$ cat src/rtl/serial_subtractor_pkg.sv
// Shared types for the bit-serial subtractor: FSM state encoding and counter sizing.
// Counter sizing helper lets every instance derive its own bit-index width from WIDTH.
package serial_subtractor_pkg;

   typedef enum logic [1:0] {
      IDLE = 2'd0,
      RUN  = 2'd1,
      DONE = 2'd2
   } state_e;

   // Never return less than one bit, so the counter stays a legal vector at small widths.
   function automatic int cnt_width(input int width);
      int w;
      w = $clog2(width);
      return (w < 1) ? 1 : w;
   endfunction

endpackage

$ cat src/rtl/serial_subtractor_fs_cell.sv
// One-bit full subtractor: diff = a - b - bin, with the borrow out.
// Purely combinational, zero latency, no flow control.
module fs_cell (
   input  logic a,
   input  logic b,
   input  logic bin,
   output logic diff,
   output logic bout
);

   assign diff = a ^ b ^ bin;
   assign bout = (~a & b) | (~(a ^ b) & bin);

endmodule

$ cat src/rtl/serial_subtractor.sv
// LSB-first serial subtractor: WIDTH cycles through one fs_cell, result pulsed on done.
// Latency WIDTH+1 edges from start to done; start is dropped (not queued) while busy.
module serial_subtractor
   import serial_subtractor_pkg::*;
#(
   parameter int WIDTH = 8
) (
   input  logic             clk,
   input  logic             rst_n,
   input  logic             start,
   input  logic [WIDTH-1:0] a,
   input  logic [WIDTH-1:0] b,
   output logic             busy,
   output logic             done,
   output logic [WIDTH-1:0] diff,
   output logic             borrow_out
);

   localparam int             CW   = cnt_width(WIDTH);
   localparam logic [CW-1:0]  LAST = CW'(WIDTH - 1);

   state_e           state_q, state_d;
   logic [WIDTH-1:0] a_sh_q, a_sh_d;
   logic [WIDTH-1:0] b_sh_q, b_sh_d;
   logic [WIDTH-2:0] d_sh_q, d_sh_d;
   logic             borrow_q, borrow_d;
   logic [CW-1:0]    cnt_q, cnt_d;
   logic [WIDTH-1:0] diff_q, diff_d;
   logic             borrow_out_q, borrow_out_d;
   logic             done_q, done_d;
   logic             busy_q, busy_d;

   logic             cell_diff;
   logic             cell_bout;
   logic [WIDTH-1:0] res_word;

   fs_cell u_cell (
      .a    (a_sh_q[0]),
      .b    (b_sh_q[0]),
      .bin  (borrow_q),
      .diff (cell_diff),
      .bout (cell_bout)
   );

   // d_sh only needs the upper WIDTH-1 bits; the newest bit comes straight from the cell.
   assign res_word = {cell_diff, d_sh_q};

   always_comb begin
      state_d      = state_q;
      a_sh_d       = a_sh_q;
      b_sh_d       = b_sh_q;
      d_sh_d       = d_sh_q;
      borrow_d     = borrow_q;
      cnt_d        = cnt_q;
      diff_d       = diff_q;
      borrow_out_d = borrow_out_q;

      case (state_q)
         IDLE: begin
            if (start) begin
               a_sh_d   = a;
               b_sh_d   = b;
               d_sh_d   = '0;
               borrow_d = 1'b0;
               cnt_d    = '0;
               state_d  = RUN;
            end
         end
         RUN: begin
            a_sh_d   = {1'b0, a_sh_q[WIDTH-1:1]};
            b_sh_d   = {1'b0, b_sh_q[WIDTH-1:1]};
            d_sh_d   = res_word[WIDTH-1:1];
            borrow_d = cell_bout;
            cnt_d    = cnt_q + CW'(1);
            if (cnt_q == LAST) begin
               diff_d       = res_word;
               borrow_out_d = cell_bout;
               state_d      = DONE;
            end
         end
         DONE:    state_d = IDLE;
         default: state_d = IDLE;
      endcase

      busy_d = (state_d != IDLE);
      done_d = (state_d == DONE);
   end

   always_ff @(posedge clk) begin
      if (!rst_n) begin
         state_q      <= IDLE;
         a_sh_q       <= '0;
         b_sh_q       <= '0;
         d_sh_q       <= '0;
         borrow_q     <= 1'b0;
         cnt_q        <= '0;
         diff_q       <= '0;
         borrow_out_q <= 1'b0;
         done_q       <= 1'b0;
         busy_q       <= 1'b0;
      end else begin
         state_q      <= state_d;
         a_sh_q       <= a_sh_d;
         b_sh_q       <= b_sh_d;
         d_sh_q       <= d_sh_d;
         borrow_q     <= borrow_d;
         cnt_q        <= cnt_d;
         diff_q       <= diff_d;
         borrow_out_q <= borrow_out_d;
         done_q       <= done_d;
         busy_q       <= busy_d;
      end
   end

   assign busy       = busy_q;
   assign done       = done_q;
   assign diff       = diff_q;
   assign borrow_out = borrow_out_q;

endmodule

$ cat config.mk
export PLATFORM = sky130hd
export DESIGN_NAME = serial_subtractor
export DESIGN_NICKNAME = d
export VERILOG_FILES = /design/src/rtl/serial_subtractor_pkg.sv /design/src/rtl/serial_subtractor_fs_cell.sv /design/src/rtl/serial_subtractor.sv
export SDC_FILE = /design/constraint.sdc
export NUM_CORES = 1
export LEC_CHECK = 0
export BUFFER_PORTS_ARGS = -buffer_cell sky130_fd_sc_hd__buf_2
export CORE_MARGIN = 2
export CORE_UTILIZATION = 49
export CTS_BUF_LIST = sky130_fd_sc_hd__clkbuf_16
export CTS_CLUSTER_SIZE = 28
export DETAILED_ROUTE_END_ITERATION = 8
export PLACE_DENSITY = 0.74
export SYNTH_ARGS = -nofsm -noshare
export SYNTH_HDL_FRONTEND = slang
export SYNTH_HIERARCHICAL = 1
export SYNTH_SLANG_ARGS = --single-unit
export TNS_END_PERCENT = 20
$ cat constraint.sdc
create_clock -name clk -period 1.1 [get_ports clk]
set_input_delay 0.11 -clock clk [delete_from_list [all_inputs] [get_ports clk]]
set_output_delay 0.11 -clock clk [all_outputs]
set_load 0.005 [all_outputs]
==> impl_metrics.env, run 1 <==
export IMPL_numPortBuffers=29
export IMPL_max_freq_mhz=840.9
export IMPL_fp_row_count=21
export IMPL_crit_path_max_incr_delay_ps=460
export IMPL_p_per_area_mw_per_mm2=1519
export IMPL_r2r_cells=4
export IMPL_coreArea_sq_mm=0.003337
export IMPL_drc=0
export IMPL_layout_min_cycle_time_ps=1189
export IMPL_crit_type="reg2reg"
export IMPL_rsz0062_at_grt="yes"
export IMPL_cts_buffers=5
export IMPL_dp_hpwl_mm=2.271
export IMPL_synth_seq_cells=40
export IMPL_ys_warn_count=6
export IMPL_crit_path_end_kind="register"
export IMPL_grt_total_usage_pct=19.64
export IMPL_hold_class="in2reg"
export IMPL_initial_core_util_pct=50.96
export IMPL_avgSynthCellArea_sq_um=9.772
export IMPL_timing_final_max_slew_violations=0
export IMPL_cts_max_level=2
export IMPL_cp_data_required_time_ps=1270
export IMPL_power_mw=3.601
export IMPL_firstDrtPassIters=5
export IMPL_r2r_end="d_sh_q[6]"
export IMPL_worst_slew_pin_transition_ps=326.2
export IMPL_setup_viol=20
export IMPL_finalHoldViolations=0
export IMPL_syn_nets=196
export IMPL_outcome="complete, but fails checks"
export IMPL_seq_area_frac_synth_pct=47.09
export IMPL_leakage_nw=1.011
export IMPL_fin_nets=235
export IMPL_yosys_area_top_type="dfxtp_1"
export IMPL_drt_initial_drc_count=87
export IMPL_cp_top_family="adder cells"
export IMPL_worstPathCellList="inv_2 -> fa_1 -> a22oi_1 -> nor2b_1"
export IMPL_wire_per_inst_microns=15.36
export IMPL_final_cells=260
export IMPL_r2r_slack_ps=-90
export IMPL_dieArea_sq_mm=0.003958
export IMPL_ant_nets=0
export IMPL_worstReg2RegStart="b_sh_q[0]"
export IMPL_synthCells=174
export IMPL_grt_overflow_total=0
export IMPL_start_kind="register"
export IMPL_slew_headroom_pct=78.25
export IMPL_cts_buffer_depth=2
export IMPL_post_route_period_util_pct=108.1
export IMPL_hold_path_depth=3
export IMPL_dieWidth_microns=62.91
export IMPL_insertion_delay_ps=280
export IMPL_area_growth_pct=39.44
export IMPL_cts_clk_slew_worst_paths_ps=50
export IMPL_setup_tns_ps=-581.8
export IMPL_drt_wl_total_mm=3.993
export IMPL_maxCapViolations=0
export IMPL_cp_arrival_ps=1360
export IMPL_cts_root_buf="clkbuf_16"
export IMPL_min_to="a_sh_q[7]"
export IMPL_violations="negative setup slack"
export IMPL_grt_pass1_vias=1316
export IMPL_crit_path_max_fanout=2
export IMPL_fin_skew_ps=4.100
export IMPL_n_antenna_cell=0
export IMPL_synth_distinct_cells=29
export IMPL_globalplace_congestion=0.7446
export IMPL_grt_max_degree=23
export IMPL_dp_cells=249
export IMPL_cts_num_sinks=40
export IMPL_grt_pass1_wl_mm=6.051
export IMPL_viasPerCell=5.462
export IMPL_grt_antenna_before_repair=0
export IMPL_cts_setup_buffers=0
export IMPL_synth_area_leaders="dfxtp_1 47%, nor2b_1 7.0%, a22oi_1 5.3%"
export IMPL_drive_gt1_share_pct=46.73
export IMPL_min_from="a[7]"
export IMPL_critPathSlowestCell="fa_1"
export IMPL_critPathBufInv=1
export IMPL_finalWorstSetupSlack_ps=-89.20
export IMPL_die_y_microns=62.91
export IMPL_yosys_area_top_type_share_pct=47.09
export IMPL_num_vias=1420
export IMPL_tritoncts="built"
export IMPL_io_pins=30
export IMPL_post_place_ws_ps=-100.1
export IMPL_synth_area_sq_mm=0.001700
export IMPL_ir_drop_v=0.001026
## metal layers
layer	part of all wire, %	routed length [microns]	GRT usage, %
met1	42	1674	23.58
met2	51	2021	32.45
met3	5.2	208	4.865
met4	2.2	88	10.00
met5	0	0	0
## cell usage after synthesis (all sizes together)
cell type / count
dfxtp: 40
buf: 9
o21ai: 4
o21ba: 1
nand3b: 1
ha: 2
nor3b: 2
nor2b: 19
a21boi: 10
o221a: 8
nand2: 12
a21oi: 12
and2: 1
nand3: 9
nor2: 7
and2b: 1
mux2i: 6
o211a: 3
nand2b: 2
o21bai: 1
and3: 2
clkbuf: 5
a22oi: 12
fa: 1
inv: 4
## sequential cells by signal, indices dropped and copies added, names as in the netlist
signal,count
a_sh_q,8
b_sh_q,8
borrow_out,1
borrow_q,1
busy,1
cnt_q,3
d_sh_q,7
diff,8
done,1
state_q,2
## cells by family after synthesis
family / after synthesis / synth area share, %
buffers and inverters: 18 / 6.180
and+or+nand+nor: 56 / 17.66
adders and majority gates: 3 / 2.649
muxes: 6 / 3.532
DFF: 40 / 47.09
AOI/OAI and AO/OA: 51 / 22.89
## power breakdown
group          internal (mW)  switching [mW]
sequential              1.51          0.0534
combinational          0.252           0.199
clock                   1.05           0.530
total                   2.82           0.783
## how the worst max path moves through the flow
stage | from | end | cells after the start
after detailed placement | b_sh_q[0] | d_sh_q[6] | 4
after floorplan | b_sh_q[0] | d_sh_q[6] | 4
after global placement | b_sh_q[0] | d_sh_q[6] | 4
final | b_sh_q[0] | d_sh_q[6] | 4
after global routing | b_sh_q[0] | d_sh_q[6] | 4
after CTS | borrow_q | d_sh_q[6] | 4
## tightest hold or removal path: stages
cell and delay [ps]:
buf_2 80, a22oi_2 50, nor2b_1 100
## cell usage in the layout, fill, tap and decap left out, drive strengths merged, types with 2 or more instances in the layout
cell    count
mux2i       6
clkinv      2
nor3b       2
clkbuf      7
buf        44
a21oi      12
dfxtp      40
o211a       3
nor2b      19
nor2        7
nand3       9
nand2      12
o21ai       4
o221a       8
nand2b      2
ha          2
and3        2
inv         4
a22oi      12
a21boi     10
## repair_timing
action / CTS / global route
gates cloned: 1 / 2
endpoints found under the setup margin: 39 / 37
hold buffers: 0 / 0
pin swaps: 11 / 12
hold endpoints to repair: 0 / 0
gates resized for setup: 27 / 24
## stage by stage
stage,instance area (sq um),hold slack [ps],util [%]
floorplan,1707,280.7,-
global placement,1946,365.3,58.31
detailed placement,1946,386.9,58.31
CTS,2218,103.8,66.48
global route,2371,129.3,71.05
finish,2371,96.20,71.05
## area by class of cell
type	instances	area (sq um)
Tap cell	46	57.56
Multi-Input combinational cell	116	957.2
Sequential cell	40	814.5
Clock inverter	3	37.54
Inverter	4	15.01
Timing Repair Buffer	46	364.1
Clock buffer	5	125.1
Fill cell	242	965.9
Power figures use the tool's default switching activity.
==> inputs of run 2 (changes only) <==
Settings changed: CORE_UTILIZATION 49 to 25, PLACE_DENSITY 0.74 to default.
==> impl_metrics.env, run 2 (synthesis results as in run 1) <==
export IMPL_crit_path_max_incr_delay_ps=480
export IMPL_worst_slew_pin_transition_ps=247.7
export IMPL_crit_path_max_fanout=2
export IMPL_viasPerCell=4.716
export IMPL_fin_skew_ps=2.528
export IMPL_coreArea_sq_mm=0.006681
export IMPL_grt_total_usage_pct=10.14
export IMPL_fp_row_count=30
export IMPL_setup_viol=3
export IMPL_outcome="complete, but fails checks"
export IMPL_globalplace_congestion=0.7078
export IMPL_ir_drop_v=0.0006033
export IMPL_violations="negative setup slack"
export IMPL_grt_pass1_wl_mm=5.809
export IMPL_drt_wl_total_mm=3.792
export IMPL_cts_num_sinks=40
export IMPL_cts_max_level=2
export IMPL_cts_root_buf="clkbuf_16"
export IMPL_post_dp_cell_area_sq_mm=0.001983
export IMPL_maxCapViolations=0
export IMPL_io_pins=30
export IMPL_insertion_delay_ps=280
export IMPL_n_antenna_cell=0
export IMPL_dp_cells=284
export IMPL_leakage_nw=0.9737
export IMPL_slew_headroom_pct=83.49
export IMPL_area_growth_pct=39.96
export IMPL_layout_core_utilization_pct=35.62
export IMPL_cts_clk_slew_worst_paths_ps=60
export IMPL_fillers=680
export IMPL_numPortBuffers=29
export IMPL_die_y_microns=86.47
export IMPL_drc=0
export IMPL_drt_initial_drc_count=92
export IMPL_drive_gt1_share_pct=46.30
export IMPL_start_kind="register"
export IMPL_worstPathCellList="inv_2 -> fa_1 -> a22oi_2 -> nor2b_1"
export IMPL_ant_nets=0
export IMPL_final_cells=296
export IMPL_critPathBufInv=1
export IMPL_p_per_area_mw_per_mm2=1399
export IMPL_final_area_sq_mm=0.002380
export IMPL_layout_min_cycle_time_ps=1179
export IMPL_firstDrtPassIters=4
export IMPL_finalWorstSetupSlack_ps=-78.81
export IMPL_num_vias=1396
export IMPL_holdBufCountCts=0
export IMPL_crit_type="reg2reg"
export IMPL_grt_antenna_before_repair=0
export IMPL_layout_commonest_cell="dfxtp_1"
export IMPL_rsz0062_at_grt="yes"
export IMPL_cp_data_required_time_ps=1280
export IMPL_cp_arrival_ps=1360
export IMPL_cts_buffers=5
export IMPL_grt_overflow_total=0
export IMPL_grt_max_degree=23
export IMPL_wire_per_inst_microns=12.81
export IMPL_post_route_period_util_pct=107.2
export IMPL_hold_class="in2reg"
export IMPL_fin_nets=238
export IMPL_finalHoldViolations=0
export IMPL_grt_pass1_vias=1230
export IMPL_timing_final_max_slew_violations=0
export IMPL_max_freq_mhz=848.3
export IMPL_tritoncts="built"
export IMPL_dieArea_sq_mm=0.007477
export IMPL_crit_path_end_kind="register"
export IMPL_cts_buffer_depth=2
export IMPL_layout_cells_most_common_list="33 x dfxtp_1, 29 x buf_2, 18 x nor2b_1"
export IMPL_initial_core_util_pct=25.45
export IMPL_dp_hpwl_mm=2.484
export IMPL_critPathSlowestCell="fa_1"
export IMPL_cp_top_family="adder cells"
export IMPL_dieWidth_microns=86.47
[run 2: tightest hold or removal path, stage by stage]
cell     delay, ps
buf_2           90
a22oi_2         50
nor2b_1         90
[run 2: per-stage QoR]
stage | total power [mW] | setup TNS (ps) | setup WS (ps) | hold slack (ps)
3_3_place_gp | 1.916 | -1455 | -67.26 | 369.0
5_1_grt | 3.480 | -888.8 | -124.9 | 122.7
4_1_cts | 3.318 | -885.0 | -108.5 | 101.9
6_report | 3.329 | -148.6 | -78.81 | 93.21
3_5_place_dp | 1.922 | -2015 | -106.3 | 389.9
2_1_floorplan | 1.811 | -49.20 | -49.20 | 280.7
[run 2: where the power goes]
part	leakage, nW	switching [mW]	internal, mW
Clock	0.0657	0.552	0.821
Combinational	0.578	0.185	0.213
Sequential	0.330	0.0434	1.51
Total	0.974	0.781	2.55
[run 2: routing by layer]
| layer | routed length, microns | global-route usage (%) |
|---|---|---|
| met1 | 1735 | 11.82 |
| met2 | 1798 | 16.15 |
| met3 | 162 | 3.714 |
| met4 | 95 | 5.540 |
| met5 | 0 | 0 |
[run 2: layout make-up]
cell class | instances | area, sq um | share of cell area (%)
Multi-Input combinational cell | 117 | 964.7 | 40.54
Timing Repair Buffer | 48 | 347.8 | 14.62
Sequential cell | 40 | 814.5 | 34.23
Tap cell | 80 | 100.1 | 4.206
Inverter | 4 | 15.01 | 0.6309
Clock buffer | 5 | 125.1 | 5.258
Clock inverter | 2 | 12.51 | 0.5258
[run 2: timing repair]
item / in CTS / in global routing
hold endpoints to repair: 0 / 0
resized for setup: 19 / 37
endpoints found under the setup margin: 39 / 31
pin swaps: 2 / 19
setup buffers: 2 / 0
gates cloned: 1 / 2
[run 2: path summary, 6_finish.rpt]
check | endpoint | cells past startpoint | startpoint | slack (ps)
worst max-delay path | d_sh_q[6] | 4 | b_sh_q[0] | -80
worst min-delay path | b_sh_q[7] | 3 | b[7] | 90
worst max register to register | d_sh_q[6] | 4 | b_sh_q[0] | -80
worst min register to register | diff[5] | 2 | diff[5] | 450
==> inputs of run 3 (changes only) <==
--- a/config.mk
+++ b/config.mk
@@ -8,2 +8,4 @@
 export BUFFER_PORTS_ARGS = -buffer_cell sky130_fd_sc_hd__buf_2
+export CELL_PAD_IN_SITES_DETAIL_PLACEMENT = 1
+export CELL_PAD_IN_SITES_GLOBAL_PLACEMENT = 2
 export CORE_MARGIN = 2
@@ -13,2 +15,3 @@
 export DETAILED_ROUTE_END_ITERATION = 8
+export PLACE_DENSITY_LB_ADDON = 0.1
 export SYNTH_ARGS = -nofsm -noshare
==> constraint.sdc (replaced) <==
create_clock -name clk -period 1.1 [get_ports clk]
set_input_delay 0.22 -clock clk [delete_from_list [all_inputs] [get_ports clk]]
set_output_delay 0.22 -clock clk [all_outputs]
set_load 0.005 [all_outputs]
==> impl_metrics.env, run 3 (synthesis results as in run 1) <==
export IMPL_final_area_sq_mm=0.002486
export IMPL_finalWorstSetupSlack_ps=-124.8
export IMPL_fillers=762
export IMPL_cts_num_sinks=40
export IMPL_hold_path_depth=3
export IMPL_hold_class="in2reg"
export IMPL_outcome="complete, but fails checks"
export IMPL_io_pins=30
export IMPL_cts_root_buf="clkbuf_16"
export IMPL_fp_row_count=30
export IMPL_post_route_period_util_pct=111.3
export IMPL_min_to="b_sh_q[7]"
export IMPL_insertion_delay_ps=280
export IMPL_start_kind="register"
export IMPL_drt_wl_total_mm=4.636
export IMPL_grt_total_usage_pct=11.95
export IMPL_crit_path_end_kind="register"
export IMPL_n_antenna_cell=0
export IMPL_cts_clk_slew_worst_paths_ps=60
export IMPL_drc=0
export IMPL_drt_initial_drc_count=39
export IMPL_layout_core_utilization_pct=37.21
export IMPL_post_dp_cell_area_sq_mm=0.002026
export IMPL_die_y_microns=86.47
export IMPL_rsz0062_at_grt="yes"
export IMPL_initial_core_util_pct=25.45
export IMPL_dieWidth_microns=86.47
export IMPL_dp_hpwl_mm=3.080
export IMPL_violations="negative setup slack"
export IMPL_r2r_end="d_sh_q[6]"
export IMPL_layout_min_cycle_time_ps=1225
export IMPL_num_vias=1407
export IMPL_slew_headroom_pct=86.95
export IMPL_globalplace_congestion=0.6594
export IMPL_worstReg2RegStart="borrow_q"
export IMPL_area_growth_pct=46.21
export IMPL_r2r_slack_ps=-120
export IMPL_ant_nets=0
export IMPL_grt_antenna_before_repair=0
export IMPL_cts_max_level=2
export IMPL_r2r_cells=4
export IMPL_cts_buffers=5
export IMPL_viasPerCell=4.690
export IMPL_maxCapViolations=0
export IMPL_numPortBuffers=29
export IMPL_p_per_area_mw_per_mm2=1564
export IMPL_crit_path_max_fanout=2
export IMPL_layout_cells_most_common_list="34 x dfxtp_1, 29 x buf_2, 19 x nor2b_1"
export IMPL_max_freq_mhz=816.5
export IMPL_fin_skew_ps=2.746
export IMPL_crit_type="reg2reg"
export IMPL_holdBufCountCts=0
export IMPL_leakage_nw=1.038
export IMPL_wire_per_inst_microns=15.45
export IMPL_fin_nets=242
export IMPL_finalHoldViolations=0
export IMPL_ir_drop_v=0.0005231
export IMPL_timing_final_max_slew_violations=0
export IMPL_cts_buffer_depth=2
export IMPL_grt_max_degree=23
export IMPL_worst_slew_pin_transition_ps=195.6
export IMPL_firstDrtPassIters=3
export IMPL_grt_overflow_total=0
export IMPL_cp_arrival_ps=1400
export IMPL_min_from="b[7]"
export IMPL_drive_gt1_share_pct=45.91
export IMPL_setup_viol=32
export IMPL_cp_data_required_time_ps=1270
export IMPL_tritoncts="built"
export IMPL_dieArea_sq_mm=0.007477
export IMPL_layout_commonest_cell="dfxtp_1"
export IMPL_grt_pass1_wl_mm=7.065
export IMPL_coreArea_sq_mm=0.006681
export IMPL_grt_pass1_vias=1524
==> run 3: changes by cell type in the layout (fill, tap and decap cells not counted), sizes merged <==
| cell | delta |
|---|---|
| buf | +3 |
| bufinv | +2 |
| clkbuf | +2 |
| clkinv | -1 |
| clkinvlp | -1 |
| nand3b | -1 |
==> run 3: metal layers <==
metal / GRT usage, % / wire length (microns) / up-vias
met5: 0 / 0 / -
met4: 3.551 / 31 / 0
met3: 3.143 / 126 / 5
li1: - / - / 709
met1: 14.92 / 2072 / 674
met2: 20.21 / 2406 / 19
==> run 3: area by class of cell <==
type | instances | area, sq um | share of cell area, %
clock buffers | 5 | 125.1 | 5.033
multi-input cells | 116 | 934.6 | 37.59
flip-flops and latches | 40 | 813.3 | 32.71
repair buffers | 53 | 437.9 | 17.61
clock inverters | 2 | 60.06 | 2.416
well taps | 80 | 100.1 | 4.026
inverters | 4 | 15.01 | 0.6039
==> run 3: critical path, cell delays in order, from the launching register on <==
cell	delay (ps)
dfxtp_2	330
inv_2	40
fa_1	490
a22oi_1	200
nor2b_1	60
==> run 3: worst max-delay path by stage <==
stage          startpoint   endpoint  slack [ps]  cells past startpoint
2_1_floorplan   b_sh_q[0]  d_sh_q[6]         -50                      4
3_3_place_gp    b_sh_q[0]  d_sh_q[6]        -140                      4
3_5_place_dp   state_q[1]   cnt_q[1]        -180                      4
4_1_cts          borrow_q  d_sh_q[6]        -140                      4
5_1_grt          borrow_q  d_sh_q[6]        -190                      4
6_report         borrow_q  d_sh_q[6]        -120                      4
==> run 3: power breakdown <==
group          internal, mW  switching, mW  leakage (nW)  total [mW]
Sequential             1.51         0.0459         0.330        1.56
Clock                  1.29          0.566        0.0899        1.85
Combinational         0.268          0.209         0.619       0.478
==> run 3: timing repair <==
action / CTS / global route
endpoints found under the setup margin: 39 / 39
pin swaps: 5 / 13
hold endpoints to repair: 0 / 0
gates resized for setup: 26 / 25
cloned: 0 / 4
setup buffers: 0 / 1
==> run 3: metrics by stage <==
stage,setup WS [ps],power [mW],hold slack (ps),cells,setup TNS [ps]
final,-124.8,3.889,237.6,300,-1583
after global routing,-186.1,4.054,233.4,300,-3025
after CTS,-137.1,3.848,240.5,295,-1141
after detailed placement,-181.7,1.958,447.7,288,-3864
after global placement,-140.4,1.939,442.9,288,-2126
after floorplan,-49.20,1.811,390.7,174,-49.20
